`src/rtl/mouse_uart_reporter.sv`:
```
// mouse_uart_reporter: serialises PS/2 mouse packets as ASCII hex frames
// "XXX,YYY,B\n" onto a byte-wide UART transmitter, one byte per handshake.
// Optional macro MOUSE_REPORT_CRLF_EN inserts 0x0D before the final 0x0A.
// Ports:
//   clk_i, reset_i           : clock, synchronous active-high reset
//   x_i, y_i, btn_i, done_i  : mouse packet and its completion pulse
//   tx_busy_i                : UART shifting a byte
//   tx_byte_o, tx_dv_o       : byte to transmit and its one-cycle strobe
//   busy_o                   : frame in progress or pending
//   drop_cnt_o               : saturating count of overwritten reports
module mouse_uart_reporter #(
    parameter int unsigned GAP_CYCLES = 0
) (
    input  logic       clk_i,
    input  logic       reset_i,
    input  logic [8:0] x_i,
    input  logic [8:0] y_i,
    input  logic [2:0] btn_i,
    input  logic       done_i,
    input  logic       tx_busy_i,
    output logic [7:0] tx_byte_o,
    output logic       tx_dv_o,
    output logic       busy_o,
    output logic [7:0] drop_cnt_o
);

`ifdef MOUSE_REPORT_CRLF_EN
    localparam logic [3:0] LAST_IDX = 4'd10;
`else
    localparam logic [3:0] LAST_IDX = 4'd9;
`endif

    localparam bit         GAP_EN   = (GAP_CYCLES != 0);
    localparam logic [15:0] GAP_LOAD = GAP_EN ? 16'(GAP_CYCLES - 1) : 16'd0;

    typedef enum logic [2:0] {
        S_IDLE,
        S_SEND,
        S_WAIT_HI,
        S_WAIT_LO,
        S_GAP
    } state_t;

    state_t      state_q;
    logic [3:0]  idx_q;
    logic [8:0]  snap_x_q, snap_y_q;
    logic [2:0]  snap_b_q;
    logic [8:0]  pend_x_q, pend_y_q;
    logic [2:0]  pend_b_q;
    logic        pend_q;
    logic [15:0] gap_q;
    logic [7:0]  tx_byte_q;
    logic        tx_dv_q;
    logic [7:0]  drop_q;

    logic [8:0]  ld_x_d, ld_y_d;
    logic [2:0]  ld_b_d;
    logic [7:0]  first_byte_d;
    logic [7:0]  next_byte_d;

    function automatic logic [7:0] hex(input logic [3:0] n);
        return (n < 4'd10) ? (8'h30 + {4'h0, n}) : (8'h37 + {4'h0, n});
    endfunction

    function automatic logic [7:0] frame_byte(
        input logic [8:0] x,
        input logic [8:0] y,
        input logic [2:0] b,
        input logic [3:0] i
    );
        logic [7:0] r;
        case (i)
            4'd0:    r = hex({3'b000, x[8]});
            4'd1:    r = hex(x[7:4]);
            4'd2:    r = hex(x[3:0]);
            4'd3:    r = 8'h2C;
            4'd4:    r = hex({3'b000, y[8]});
            4'd5:    r = hex(y[7:4]);
            4'd6:    r = hex(y[3:0]);
            4'd7:    r = 8'h2C;
            4'd8:    r = hex({1'b0, b});
`ifdef MOUSE_REPORT_CRLF_EN
            4'd9:    r = 8'h0D;
`endif
            default: r = 8'h0A;
        endcase
        return r;
    endfunction

    // A waiting report is always older than one arriving now, so it wins.
    always_comb begin
        ld_x_d       = pend_q ? pend_x_q : x_i;
        ld_y_d       = pend_q ? pend_y_q : y_i;
        ld_b_d       = pend_q ? pend_b_q : btn_i;
        first_byte_d = frame_byte(ld_x_d, ld_y_d, ld_b_d, 4'd0);
        next_byte_d  = frame_byte(snap_x_q, snap_y_q, snap_b_q, idx_q + 4'd1);
    end

    always_ff @(posedge clk_i) begin
        if (reset_i) begin
            state_q   <= S_IDLE;
            idx_q     <= 4'd0;
            snap_x_q  <= 9'd0;
            snap_y_q  <= 9'd0;
            snap_b_q  <= 3'd0;
            pend_x_q  <= 9'd0;
            pend_y_q  <= 9'd0;
            pend_b_q  <= 3'd0;
            pend_q    <= 1'b0;
            gap_q     <= 16'd0;
            tx_byte_q <= 8'h00;
            tx_dv_q   <= 1'b0;
            drop_q    <= 8'd0;
        end else begin
            tx_dv_q <= 1'b0;

            // Reports arriving while a frame is active (or while an older
            // one is being promoted) go to the pending slot.
            if (done_i && ((state_q != S_IDLE) || pend_q)) begin
                pend_x_q <= x_i;
                pend_y_q <= y_i;
                pend_b_q <= btn_i;
                pend_q   <= 1'b1;
            end
            if (done_i && (state_q != S_IDLE) && pend_q && (drop_q != 8'hFF)) begin
                drop_q <= drop_q + 8'd1;
            end

            case (state_q)
                S_IDLE: begin
                    if (done_i || pend_q) begin
                        snap_x_q  <= ld_x_d;
                        snap_y_q  <= ld_y_d;
                        snap_b_q  <= ld_b_d;
                        idx_q     <= 4'd0;
                        tx_byte_q <= first_byte_d;
                        tx_dv_q   <= 1'b1;
                        state_q   <= S_SEND;
                        if (pend_q && !done_i) begin
                            pend_q <= 1'b0;
                        end
                    end
                end
                S_SEND: begin
                    state_q <= S_WAIT_HI;
                end
                S_WAIT_HI: begin
                    if (tx_busy_i) begin
                        state_q <= S_WAIT_LO;
                    end
                end
                S_WAIT_LO: begin
                    if (!tx_busy_i) begin
                        if (idx_q != LAST_IDX) begin
                            idx_q     <= idx_q + 4'd1;
                            tx_byte_q <= next_byte_d;
                            tx_dv_q   <= 1'b1;
                            state_q   <= S_SEND;
                        end else if (GAP_EN) begin
                            gap_q   <= GAP_LOAD;
                            state_q <= S_GAP;
                        end else begin
                            state_q <= S_IDLE;
                        end
                    end
                end
                S_GAP: begin
                    if (gap_q == 16'd0) begin
                        state_q <= S_IDLE;
                    end else begin
                        gap_q <= gap_q - 16'd1;
                    end
                end
                default: state_q <= S_IDLE;
            endcase
        end
    end

    assign tx_byte_o  = tx_byte_q;
    assign tx_dv_o    = tx_dv_q;
    assign busy_o     = (state_q != S_IDLE) | pend_q;
    assign drop_cnt_o = drop_q;

endmodule
```
`config.mk`:
```
export PLATFORM = sky130hd
export DESIGN_NAME = mouse_uart_reporter
export DESIGN_NICKNAME = d
export VERILOG_FILES = /design/src/rtl/mouse_uart_reporter.sv
export SDC_FILE = /design/constraint.sdc
export NUM_CORES = 1
export LEC_CHECK = 0
export BUFFER_PORTS_ARGS = -buffer_cell sky130_fd_sc_hd__clkbuf_2
export CORE_ASPECT_RATIO = 1.1
export CORE_MARGIN = 4
export CORE_UTILIZATION = 40
export CTS_BUF_LIST = sky130_fd_sc_hd__clkbuf_16
export CTS_CLUSTER_DIAMETER = 100
export DETAILED_ROUTE_END_ITERATION = 10
export PLACE_DENSITY_LB_ADDON = 0.08
export SETUP_SLACK_MARGIN = 0.4
export SYNTH_ARGS = -nofsm -noshare
export SYNTH_HDL_FRONTEND = slang
export SYNTH_SLANG_ARGS = --single-unit
```
`constraint.sdc`:
```
create_clock -name clk_i -period 1.9 [get_ports clk_i]
set_input_delay 0.38 -clock clk_i [delete_from_list [all_inputs] [get_ports clk_i]]
set_output_delay 0.38 -clock clk_i [all_outputs]
set_load 0.05 [all_outputs]
```
==> qor.log, run 1 <==
[outcome] outcome complete, no violations
[synthesis] share of flip-flops with an asynchronous set or reset after synthesis 0%
[floorplan] height of the die 110 µm
[global_route] number of global-route vias before repair 3,567
[worst_hold_path] hold worst-path end pend_x_q[0]$_SDFFE_PP0P_
[synthesis] syn avg cell area 8.04 µm²
[critical_path] worst setup slack for register-to-register paths 50 ps
[placement] GP Congestion 0.904
[worst_hold_path] Worst Min Path Start x_i[0]
[detailed_routing] remaining antenna violation count 0
[detailed_routing] via count 3,627
[synthesis] Synth Flop Type sky130_fd_sc_hd__dfxtp_1
[critical_path] critical register-to-register path startpoint idx_q[0]$_SDFFE_PP0P_
[sta] RSZ-0062 raised after global routing true
[cts] H-tree level count 3
[power_and_ir_drop] cell leakage power 2.09 nW
[run] number of max-capacitance violations reported 0
[power_and_ir_drop] Pwr Density 1300 mW/mm²
[global_route] Global Route Usage Sum 19.3%
[global_route] global-route wire length before repair 17.3 mm
[floorplan] die outline area 0.0111 mm²
[critical_path] highest fanout seen on the critical path 4
[power_and_ir_drop] peak ir drop on the vdd network 0.000598 V
[placement] total placed instance area 0.00437 mm²
[sta] minimum clock period after layout 1850 ps
[synthesis] sequential element share of the synthesized area 34.4%
[worst_hold_path] classification of the worst-slack hold path input port to register
[cts] clock-pin slew reported for the worst setup and hold paths after clock tree synthesis 60 ps
[synthesis] count of cell types in the netlist 60
[detailed_routing] DRC Markers 0
[placement] number of buffer cells added on primary ports 41
[cts] clock tree root driver cell sky130_fd_sc_hd__clkbuf_16
[cells_and_area] leading cell types in the layout, fill and taps excluded 62 x sky130_fd_sc_hd__nand2_1, 51 x sky130_fd_sc_hd__dfxtp_1, 45 x sky130_fd_sc_hd__buf_4, 39 x sky130_fd_sc_hd__clkbuf_2, 38 x sky130_fd_sc_hd__nor2_1
[critical_path] R2R Path End tx_byte_o[1]$_SDFFE_PP0P_
[sta] hold violation total from the final report 0
[cts] clock latency on the worst-skew pair 330 ps
[cts] TritonCTS buffer count 9
[floorplan] Core ar. 0.00905 mm²
[floorplan] Die X-Extent 101 µm
[global_route] grt total ovfl 0
[critical_path] required time of the critical path 2100 ps
[critical_path] Critical Path Source Type register
[sta] final number of setup-violating endpoints 0
[cells_and_area] FF+latch area 0.00133 mm²
[cts] clock tree from TritonCTS built
[critical_path] CP max-delay cell sky130_fd_sc_hd__a2111oi_4
[synthesis] count of synthesis-stage warnings from yosys 0
[cells_and_area] diode count 0
[global_route] maximum number of pins on one net before global-route repair 43
[floorplan] Top-Level Pins 43
[synthesis] Gate Count Post-Synth 471
[critical_path] reg2reg path depth 8
[cells_and_area] proportion of layout cells with a drive suffix above 1 37.9%
[critical_path] worst stage delay on the critical path 390 ps
[synthesis] cell area after synthesis 0.00379 mm²
[detailed_routing] vias per cell 5.47
[synthesis] net count after synthesis 509
[sta] top achievable clock speed 541 MHz
[critical_path] crit path cell chain buf_8, inv_4, ha_4, a21boi_1, a32oi_2, a21oi_2, a2111oi_4, o31ai_1
[cells_and_area] Total Nets Final 582
[detailed_routing] Starting DRT DRC Count 192
[floorplan] starting utilization of the core area 41.8%
[critical_path] endpoint class of the critical path register
[placement] sum of net half-perimeters after detailed placement 6.95 mm
[cells_and_area] Multi-input gate area 0.00273 mm²
[cts] CTS Buffer Depth 2
[detailed_routing] Routed WL 10.7 mm
[cells_and_area] fill cell total of the finished layout 797
[cells_and_area] synth-to-layout area growth 41.1%
[critical_path] worst endpoint data arrival time 2040 ps
[sta] Final Max Tran Viols 0
[cells_and_area] cell area after layout 0.00534 mm²
[worst_hold_path] Worst Hold Path Cells 3
[synthesis] number of flip-flops and latches in the synthesized netlist 65
[detailed_routing] post-DR wirelength/cell 16.1 µm
[sta] final clock period utilization by the worst path 97.2%
[synthesis] number of enable-type register cells in the synthesized netlist 0
[cts] number of clock sinks 65
[critical_path] CP Class register to register
[global_route] initial antenna violation count 0
[detailed_routing] Pre-Repair DR Iteration Count 5
[sta] final clock skew 6.37 ps
[floorplan] Rows 36
[cells_and_area] most common cell after layout, fill and taps aside sky130_fd_sc_hd__nand2_1
[sta] hold slack 284 ps
==> cell usage after synthesis, types with 5 or more instances <==
library cell | instances | area, µm²
sky130_fd_sc_hd__a22oi_1 | 5 | 37.5
sky130_fd_sc_hd__nor2b_1 | 7 | 43.8
sky130_fd_sc_hd__nor2_1 | 41 | 154
sky130_fd_sc_hd__a21o_1 | 5 | 37.5
sky130_fd_sc_hd__nand3_1 | 11 | 55.1
sky130_fd_sc_hd__o21ai_0 | 16 | 80.1
sky130_fd_sc_hd__and4b_1 | 5 | 50.1
sky130_fd_sc_hd__a21oi_1 | 39 | 195
sky130_fd_sc_hd__a21boi_0 | 6 | 45.0
sky130_fd_sc_hd__o211ai_1 | 5 | 37.5
sky130_fd_sc_hd__ha_1 | 13 | 163
sky130_fd_sc_hd__clkbuf_1 | 18 | 67.6
sky130_fd_sc_hd__mux2i_1 | 24 | 240
sky130_fd_sc_hd__inv_1 | 17 | 63.8
sky130_fd_sc_hd__nand2_1 | 65 | 244
sky130_fd_sc_hd__nand3b_1 | 5 | 37.5
sky130_fd_sc_hd__buf_2 | 18 | 90.1
sky130_fd_sc_hd__dfxtp_1 | 65 | 1300
sky130_fd_sc_hd__a211oi_1 | 25 | 188
sky130_fd_sc_hd__nand4_1 | 5 | 31.3
==> worst max-delay path, delay by kind of cell (launching register included) <==
kind,cells,cell delay [ps]
adders and majority gates,1,170
buffers and inverters,2,170
AOI/OAI and AO/OA,5,1000
DFF,1,370
==> routing by layer <==
layer / part of all wire (%) / wire length (µm) / up-vias / track usage [%]
li1: - / - / 1831 / -
met1: 47 / 5050 / 1688 / 26.2
met2: 47 / 5000 / 92 / 29.8
met3: 4.4 / 466 / 16 / 4.34
met4: 1.6 / 174 / 0 / 7.60
met5: 0 / 0 / - / 0
==> flip-flops by register name (all words and copies together), names as in the netlist <==
signal,count
idx_q,4
state_q,2
pend_y_q,9
pend_b_q,3
tx_dv_o,1
pend_q,1
tx_byte_o,7
snap_b_q,3
drop_cnt_o,8
snap_y_q,9
snap_x_q,9
pend_x_q,9
==> how the worst max path moves through the flow <==
| stage | startpoint | to | slack [ps] | cells past startpoint |
|---|---|---|---|---|
| finish | idx_q[0]$_SDFFE_PP0P_ | tx_byte_o[1]$_SDFFE_PP0P_ | 50 | 8 |
| global route | idx_q[0]$_SDFFE_PP0P_ | tx_byte_o[1]$_SDFFE_PP0P_ | -2 | 8 |
| CTS | idx_q[1]$_SDFFE_PP0P_ | tx_byte_o[1]$_SDFFE_PP0P_ | 110 | 8 |
| detailed placement | idx_q[1]$_SDFFE_PP0P_ | tx_byte_o[0]$_SDFFE_PP0P_ | -20 | 9 |
| global placement | idx_q[1]$_SDFFE_PP0P_ | tx_byte_o[0]$_SDFFE_PP0P_ | -10 | 9 |
| floorplan | idx_q[0]$_SDFFE_PP0P_ | tx_byte_o[1]$_SDFFE_PP0P_ | 190 | 9 |
==> final cells by class <==
cell class,count,share of cell area (%)
inverters,17,1.29
multi-input cells,352,51.0
well taps,114,2.67
clock inverters,7,1.80
repair buffers,99,14.2
clock buffers,9,4.22
flip-flops and latches,65,24.8
==> where the power goes <==
group	total (mW)	internal, mW	switching, mW
clock	1.79	1.15	0.638
sequential	1.97	1.69	0.289
combinational	3.17	1.44	1.73
==> logic make-up after synthesis <==
family,after synthesis,synth area share (%)
fa+ha+maj,13,4.30
simple gates,173,23.0
mux,26,6.94
buf+inv,54,6.05
compound gates,133,23.8
xor+xnor,6,1.39
flops,65,34.4
other cells,1,0.0990
==> per-stage QoR <==
| step | cells | utilization (%) | setup slack (ps) | TNS, ps | total power [mW] |
|---|---|---|---|---|---|
| after floorplan | 471 | - | 193 | 0 | 3.74 |
| after detailed placement | 618 | 48.2 | -19.9 | -19.9 | 4.44 |
| after global placement | 618 | 48.2 | -11.2 | -11.2 | 4.41 |
| after CTS | 653 | 55.0 | 109 | 0 | 6.46 |
| final | 663 | 59.0 | 53.1 | 0 | 6.93 |
| after global routing | 663 | 59.0 | -1.86 | -1.86 | 7.38 |
==> timing repair <==
| action | CTS | global route |
|---|---|---|
| resized for setup | 34 | 57 |
| hold buffers | 0 | 0 |
| cloned | 0 | 2 |
| setup endpoints to repair | 39 | 59 |
| buffers inserted | 19 | 8 |
| pin swaps | 22 | 32 |
Note: power is estimated with default switching activity, not from simulation.
==> run 2: changes to the inputs <==
--- a/config.mk
+++ b/config.mk
@@ -6,7 +6,6 @@
 export NUM_CORES = 1
 export LEC_CHECK = 0
 export BUFFER_PORTS_ARGS = -buffer_cell sky130_fd_sc_hd__clkbuf_2
-export CORE_ASPECT_RATIO = 1.1
 export CORE_MARGIN = 4
 export CORE_UTILIZATION = 40
 export CTS_BUF_LIST = sky130_fd_sc_hd__clkbuf_16
==> run 2 against run 1 <==
Against the previous run: final area up 1.2%; utilization down 0.49 points; combinational power up 3%; sequential cell count unchanged; first-iteration DRC count down 21%; sequential share of layout area down 0.25 points; total power up 4.8%; largest power group unchanged; register-to-register slack better by 97 ps.
==> qor.log, run 2 (synthesis results as in run 1) <==
[outcome] outcome complete, no violations
[critical_path] CP Class register to register
[floorplan] Core ar. 0.00924 mm² [+2.1%]
[floorplan] Rows 35 [-2.8%]
[sta] final clock skew 6.47 ps [+0.105 ps]
[critical_path] highest fanout seen on the critical path 6 [+2]
[detailed_routing] via count 3,687 [+1.7%]
[global_route] initial antenna violation count 0 [unchanged]
[global_route] grt total ovfl 0 [unchanged]
[floorplan] Top-Level Pins 43 [unchanged]
[placement] total placed instance area 0.00443 mm² [+1.5%]
[sta] final clock period utilization by the worst path 92.1% [-5.1 points]
[cells_and_area] Total Nets Final 586 [+0.69%]
[power_and_ir_drop] peak ir drop on the vdd network 0.000716 V [+20%]
[cts] clock tree from TritonCTS built
[floorplan] die outline area 0.0111 mm² [about the same]
[cts] cts-stage hold buffer count 0 [unchanged]
[detailed_routing] Routed WL 11.2 mm [+4.8%]
[detailed_routing] remaining antenna violation count 0 [unchanged]
[critical_path] required time of the critical path 2140 ps [+40 ps]
[cells_and_area] diode count 0 [unchanged]
[cells_and_area] synth-to-layout area growth 42.8%
[detailed_routing] post-DR wirelength/cell 16.4 µm [+1.9%]
[placement] GP Congestion 0.875 [-3.2%]
[cells_and_area] end-of-flow core utilization 58.5% [-0.49 points]
[sta] hold violation total from the final report 0 [unchanged]
[sta] Slew HR 63.4%
[detailed_routing] vias per cell 5.41 [-1.2%]
[sta] top achievable clock speed 572 MHz [+5.6%]
[cells_and_area] leading cell types in the layout, fill and taps excluded 62 x sky130_fd_sc_hd__nand2_1, 51 x sky130_fd_sc_hd__dfxtp_1, 41 x sky130_fd_sc_hd__buf_4, 40 x sky130_fd_sc_hd__clkbuf_2, 39 x sky130_fd_sc_hd__nor2_1
[cells_and_area] cell area after layout 0.00541 mm² [+1.2%]
[critical_path] endpoint class of the critical path register
[power_and_ir_drop] cell leakage power 2.14 nW [+2.4%]
[sta] Total Negative Setup Slacks 0 ps [unchanged]
[floorplan] height of the die 105 µm [-4.3%]
[global_route] global-route wire length before repair 17.0 mm [-1.8%]
[critical_path] Critical Path Source Type register
[sta] smallest setup slack after layout 150 ps [+97.3 ps]
[floorplan] starting utilization of the core area 41.0% [-0.84 points]
[cells_and_area] most common cell after layout, fill and taps aside sky130_fd_sc_hd__nand2_1
[sta] Final Max Tran Viols 0 [unchanged]
[cts] number of clock sinks 65 [unchanged]
[cts] TritonCTS buffer count 9 [unchanged]
[cts] H-tree level count 3 [unchanged]
[detailed_routing] Pre-Repair DR Iteration Count 4 [-1]
[sta] minimum clock period after layout 1750 ps [-97.3 ps]
[worst_hold_path] classification of the worst-slack hold path input port to register
[power_and_ir_drop] power consumption 7.26 mW [+4.8%]
[power_and_ir_drop] Pwr Density 1340 mW/mm² [+3.5%]
[global_route] number of global-route vias before repair 3,382 [-5.2%]
[sta] actual transition at the worst max-transition pin 549 ps
[cts] clock tree root driver cell sky130_fd_sc_hd__clkbuf_16
[sta] final number of setup-violating endpoints 0 [unchanged]
[cells_and_area] proportion of layout cells with a drive suffix above 1 37.1% [-0.82 points]
[floorplan] Die X-Extent 105 µm [+4.5%]
[sta] RSZ-0062 raised after global routing true
[global_route] Global Route Usage Sum 18.8% [-0.52 points]
[cts] clock latency on the worst-skew pair 330 ps [about the same]
[run] number of max-capacitance violations reported 0 [unchanged]
[placement] pre-CTS setup slack 30.5 ps [+50.4 ps]
[detailed_routing] Starting DRT DRC Count 151 [-21%]
[critical_path] worst endpoint data arrival time 1990 ps [-50 ps]
[cts] clock-pin slew reported for the worst setup and hold paths after clock tree synthesis 60 ps [about the same]
[cts] CTS Buffer Depth 2 [unchanged]
[placement] sum of net half-perimeters after detailed placement 7.19 mm [+3.4%]
[global_route] maximum number of pins on one net before global-route repair 43 [unchanged]
[placement] number of buffer cells added on primary ports 41 [unchanged]
[detailed_routing] DRC Markers 0 [unchanged]
run 2: cell types whose count changed in the layout (fill, tap and decap cells not counted), sizes merged:
cell,change
clkinvlp,-2
bufinv,+1
clkbuf,+3
and2,+2
run 2: where the power goes:
part	switching (mW)	internal, mW	leakage (nW)
clock	0.664	1.36	0.176
sequential	0.284	1.69	0.540
combinational	1.77	1.50	1.42
run 2: final timing paths:
check / depth (start not counted) / startpoint / slack, ps / to
setup / recovery: 8 / idx_q[0]$_SDFFE_PP0P_ / 150 / tx_byte_o[1]$_SDFFE_PP0P_
hold / removal: 3 / btn_i[0] / 280 / pend_b_q[0]$_SDFFE_PP0P_
setup reg to reg: 8 / idx_q[0]$_SDFFE_PP0P_ / 150 / tx_byte_o[1]$_SDFFE_PP0P_
hold reg to reg: 2 / pend_x_q[5]$_SDFFE_PP0P_ / 450 / pend_x_q[5]$_SDFFE_PP0P_
run 2: what timing repair did:
action                                  4_1_cts  5_1_grt
buffers inserted                             19        6
endpoints found under the setup margin       40       57
pin swaps                                    16       25
gates cloned                                  0        5
endpoints found under the hold margin         0        0
gates resized for setup                      34       53
run 2: cell type report:
type | count | area (µm²)
tap | 129 | 161
fill | 834 | 3830
timing repair buffer | 101 | 822
clock inverter | 6 | 111
clock buffer | 10 | 250
sequential | 65 | 1330
inverter | 17 | 71.3
multi-input combinational | 354 | 2660
run 2: through the flow:
stage	hold WS [ps]	cells
2_1_floorplan	436	471
3_3_place_gp	441	636
3_5_place_dp	447	636
4_1_cts	268	671
5_1_grt	287	682
6_report	276	682
run 2: per-layer routing:
| layer | up-vias | routed length, µm | part of all wire (%) | global-route usage, % |
|---|---|---|---|---|
| met5 | - | 0 | 0 | 0 |
| met4 | 0 | 246 | 2.2 | 6.47 |
| met3 | 21 | 363 | 3.2 | 3.25 |
| met2 | 70 | 5250 | 47 | 28.8 |
| met1 | 1747 | 5340 | 48 | 26.6 |
| li1 | 1849 | - | - | - |
run 2: critical path: stages (launching register included):
cell                        delay, ps
sky130_fd_sc_hd__dfxtp_4          360
sky130_fd_sc_hd__buf_8            140
sky130_fd_sc_hd__inv_4             50
sky130_fd_sc_hd__ha_2             210
sky130_fd_sc_hd__or3_1            390
sky130_fd_sc_hd__a21oi_2          140
sky130_fd_sc_hd__or2_4            140
sky130_fd_sc_hd__a2111oi_4         40
sky130_fd_sc_hd__o31ai_1          190
==> run 3: changes to the inputs <==
--- a/config.mk
+++ b/config.mk
@@ -5,6 +5,7 @@
 export SDC_FILE = /design/constraint.sdc
 export NUM_CORES = 1
 export LEC_CHECK = 0
+export ABC_AREA = 1
 export BUFFER_PORTS_ARGS = -buffer_cell sky130_fd_sc_hd__clkbuf_2
 export CORE_MARGIN = 4
 export CORE_UTILIZATION = 40
==> run 3 against run 2 <==
Against the previous run: first-iteration DRC count stayed put; hold slack better by 28 ps; non-clock buffer count is 29 lower; final area is 14% lower; global-route usage is 0.33 points lower; sequential power is 8% higher; sequential share of layout area is 3.9 points higher; total power is 8.4% higher; clock power is 12% lower; cell count is 1.3% lower; critical path type unchanged; largest cell class unchanged; highest routed layer unchanged.
==> qor.log, run 3 <==
[run] number of max-capacitance violations reported 0 [unchanged]
[synthesis] count of cell types in the netlist 37 [-38%]
[detailed_routing] vias per cell 5.12 [-5.3%]
[cts] clock-pin slew reported for the worst setup and hold paths after clock tree synthesis 60 ps [about the same]
[cells_and_area] synth-to-layout area growth 34.6%
[cts] H-tree level count 3 [unchanged]
[global_route] global-route wire length before repair 14.9 mm [-12%]
[cts] clock tree root driver cell sky130_fd_sc_hd__clkbuf_16
[placement] GP Congestion 0.851 [-2.7%]
[sta] RSZ-0062 raised after global routing true
[synthesis] number of flip-flops and latches in the synthesized netlist 65 [unchanged]
[worst_hold_path] classification of the worst-slack hold path input port to register
[global_route] maximum number of pins on one net before global-route repair 50 [+16%]
[global_route] number of global-route vias before repair 3,019 [-11%]
[detailed_routing] via count 3,444 [-6.6%]
[floorplan] Top-Level Pins 43 [unchanged]
[synthesis] most area-consuming cells after synthesis sky130_fd_sc_hd__dfxtp_1 37%, sky130_fd_sc_hd__nand2_1 11%, sky130_fd_sc_hd__nor2_1 9.3%, sky130_fd_sc_hd__o21ai_0 8.1%, sky130_fd_sc_hd__ha_1 4.7%
[cells_and_area] proportion of layout cells with a drive suffix above 1 31.9% [-5.2 points]
[synthesis] cell with the most instances after synthesis sky130_fd_sc_hd__nand2_1
[cts] number of clock sinks 65 [unchanged]
[global_route] Global Route Usage Sum 18.5% [-0.33 points]
[detailed_routing] Starting DRT DRC Count 151 [unchanged]
[synthesis] sequential element share of the synthesized area 37.5% [+3.1 points]
[critical_path] family with the most delay on the worst path simple AND/OR/NAND/NOR gates
[outcome] outcome complete, no violations
[critical_path] CP max-delay cell sky130_fd_sc_hd__dfxtp_4
[synthesis] Gate Count Post-Synth 499 [+5.9%]
[power_and_ir_drop] peak ir drop on the vdd network 0.000926 V [+29%]
[critical_path] Bufs and invs on worst path 3 [+1]
[placement] number of buffer cells added on primary ports 41 [unchanged]
[detailed_routing] remaining antenna violation count 0 [unchanged]
[sta] Total Negative Setup Slacks 0 ps [unchanged]
[sta] final number of setup-violating endpoints 0 [unchanged]
[critical_path] highest fanout seen on the critical path 7 [+1]
[cells_and_area] diode count 0 [unchanged]
[synthesis] net count after synthesis 537 [+5.5%]
[placement] sum of net half-perimeters after detailed placement 6.11 mm [-15%]
[synthesis] Synth Flop Type sky130_fd_sc_hd__dfxtp_1
[global_route] grt total ovfl 0 [unchanged]
[critical_path] crit path cell chain ha_4, nand2_4, inv_4, nor2_4, inv_4, nand3_4, inv_1, a21oi_2, nand2_1, nand2_1, a21oi_2
[synthesis] most area-hungry cell type in the Yosys netlist sky130_fd_sc_hd__dfxtp_1
[sta] Final Max Tran Viols 0 [unchanged]
[detailed_routing] DRC Markers 0 [unchanged]
[critical_path] CP Class register to register
[synthesis] syn avg cell area 6.96 µm² [-13%]
[cells_and_area] most common cell after layout, fill and taps aside sky130_fd_sc_hd__nand2_1
[synthesis] area fraction of the dominant cell type after synthesis 37.5% [+3.1 points]
[power_and_ir_drop] power consumption 7.87 mW [+8.4%]
[detailed_routing] Pre-Repair DR Iteration Count 4 [unchanged]
[cts] TritonCTS buffer count 9 [unchanged]
[floorplan] starting utilization of the core area 41.6% [+0.64 points]
[detailed_routing] Routed WL 9.64 mm [-14%]
[cells_and_area] Multi-input gate area 0.00211 mm² [-21%]
[critical_path] endpoint class of the critical path register
[global_route] initial antenna violation count 0 [unchanged]
[critical_path] required time of the critical path 2120 ps [-20 ps]
[sta] final clock skew 5.98 ps [-0.486 ps]
[cells_and_area] leading cell types in the layout, fill and taps excluded 97 x sky130_fd_sc_hd__nand2_1, 70 x sky130_fd_sc_hd__nor2_1, 54 x sky130_fd_sc_hd__dfxtp_1, 40 x sky130_fd_sc_hd__clkbuf_2, 38 x sky130_fd_sc_hd__o21ai_0
[sta] final clock period utilization by the worst path 84.4% [-7.7 points]
[critical_path] worst stage delay on the critical path 370 ps [-20 ps]
[critical_path] Critical Path Source Type register
[synthesis] share of flip-flops with an asynchronous set or reset after synthesis 0% [unchanged]
[synthesis] number of enable-type register cells in the synthesized netlist 0 [unchanged]
[synthesis] commonest cells in the synthesized netlist 103 x sky130_fd_sc_hd__nand2_1, 86 x sky130_fd_sc_hd__nor2_1, 65 x sky130_fd_sc_hd__dfxtp_1
[power_and_ir_drop] cell leakage power 2.00 nW [-6.2%]
[sta] top achievable clock speed 624 MHz [+9.1%]
[sta] minimum clock period after layout 1600 ps [-147 ps]
[floorplan] Core ar. 0.00834 mm² [-9.7%]
[floorplan] Rows 33 [-5.7%]
[floorplan] Die X-Extent 101 µm [-3.9%]
[synthesis] cell area after synthesis 0.00347 mm² [-8.3%]
[cts] CTS Buffer Depth 2 [unchanged]
[sta] hold violation total from the final report 0 [unchanged]
[floorplan] die outline area 0.0102 mm² [-7.7%]
[detailed_routing] post-DR wirelength/cell 14.3 µm [-13%]
[cells_and_area] fill cell total of the finished layout 776 [-7.0%]
[critical_path] worst endpoint data arrival time 1820 ps [-170 ps]
[cts] cts-stage hold buffer count 0 [unchanged]
[cts] clock tree from TritonCTS built
[floorplan] height of the die 101 µm [-3.9%]
[cts] clock latency on the worst-skew pair 330 ps [about the same]
[cells_and_area] Total Nets Final 601 [+2.6%]
[synthesis] count of synthesis-stage warnings from yosys 0 [unchanged]
[power_and_ir_drop] Pwr Density 1690 mW/mm² [+26%]
[cells_and_area] FF+latch area 0.00133 mm² [about the same]
[run 3: cell count changes in the layout (fill, tap and decap cells not counted), moves of 18 or more]
cell                       previous run  this run
sky130_fd_sc_hd__a21oi_1             33        13
sky130_fd_sc_hd__nor2_1              39        70
sky130_fd_sc_hd__mux2i_1             23         1
sky130_fd_sc_hd__a31oi_1              3        21
sky130_fd_sc_hd__inv_1               12        35
sky130_fd_sc_hd__nand2_1             62        97
sky130_fd_sc_hd__a211oi_1            22         2
sky130_fd_sc_hd__buf_4               41        22
sky130_fd_sc_hd__o21ai_0              9        38
[run 3: where the power goes]
| group | internal [mW] | total, mW | switching (mW) |
|---|---|---|---|
| registers | 1.78 | 2.13 | 0.344 |
| clock network | 1.15 | 1.78 | 0.632 |
| logic | 1.62 | 3.97 | 2.35 |
[run 3: what timing repair did]
item / 4_1_cts / 5_1_grt
cloned: 1 / 4
endpoints found under the setup margin: 36 / 61
hold endpoints to repair: 0 / 0
gates resized for setup: 22 / 62
pin swaps: 13 / 24
setup buffers: 14 / 6
[run 3: final timing paths]
kind,start,end,slack [ps],depth (start not counted)
min reg2reg,drop_cnt_o[4]$_SDFFE_PP0P_,drop_cnt_o[4]$_SDFFE_PP0P_,450,2
min,x_i[0],snap_x_q[0]$_SDFFE_PP0P_,300,3
max,idx_q[0]$_SDFFE_PP0P_,tx_byte_o[6]$_SDFFE_PP0P_,300,11
max reg2reg,idx_q[0]$_SDFFE_PP0P_,tx_byte_o[6]$_SDFFE_PP0P_,300,11
[run 3: worst reg2reg max path, delay by kind of cell, from the launching register on]
| kind | cells | cell delay (ps) |
|---|---|---|
| adder cells (fa/ha/maj) | 1 | 190 |
| flip-flops | 1 | 370 |
| buffers and inverters | 3 | 200 |
| AO/OA/AOI/OAI | 2 | 200 |
| AND/OR/NAND/NOR | 5 | 530 |
[run 3: per-layer routing]
metal / up-vias / track usage (%) / part of all wire, %
li1: 1768 / - / -
met1: 1602 / 26.6 / 48
met2: 67 / 28.0 / 46
met3: 7 / 3.86 / 4.6
met4: 0 / 5.21 / 0.94
met5: - / 0 / 0
[run 3: area by class of cell]
| class | count | area share [%] |
|---|---|---|
| Tap cell | 105 | 2.81 |
| Timing Repair Buffer | 72 | 12.1 |
| Sequential cell | 65 | 28.4 |
| Clock inverter | 7 | 2.01 |
| Timing Repair inverter | 2 | 0.295 |
| Multi-Input combinational cell | 364 | 45.2 |
| Inverter | 49 | 4.34 |
| Clock buffer | 9 | 4.82 |
[run 3: kinds of logic (layout without fill, tap and decap cells)]
kind of cell               count (synthesis)  in the layout  synth area share (%)
and+or+nand+nor                          229            229                  28.6
AOI/OAI and AO/OA                        116            116                  19.7
buffers and inverters                     70            139                  8.15
DFF                                       65             65                  37.5
adders and majority gates                 13             13                  4.69
xor gates and xnor gates                   4              4                  1.01
other                                      1              1                 0.108
muxes                                      1              1                 0.288
[run 3: through the flow]
stage / hold WS, ps / cells / utilization, % / instance area, µm² / setup slack, ps
2_1_floorplan: 451 / 499 / - / 3540 / 384
3_3_place_gp: 440 / 632 / 46.5 / 3880 / 164
3_5_place_dp: 446 / 632 / 46.5 / 3880 / 147
4_1_cts: 302 / 663 / 52.7 / 4400 / 320
5_1_grt: 309 / 673 / 56.0 / 4670 / 191
6_report: 304 / 673 / 56.0 / 4670 / 297
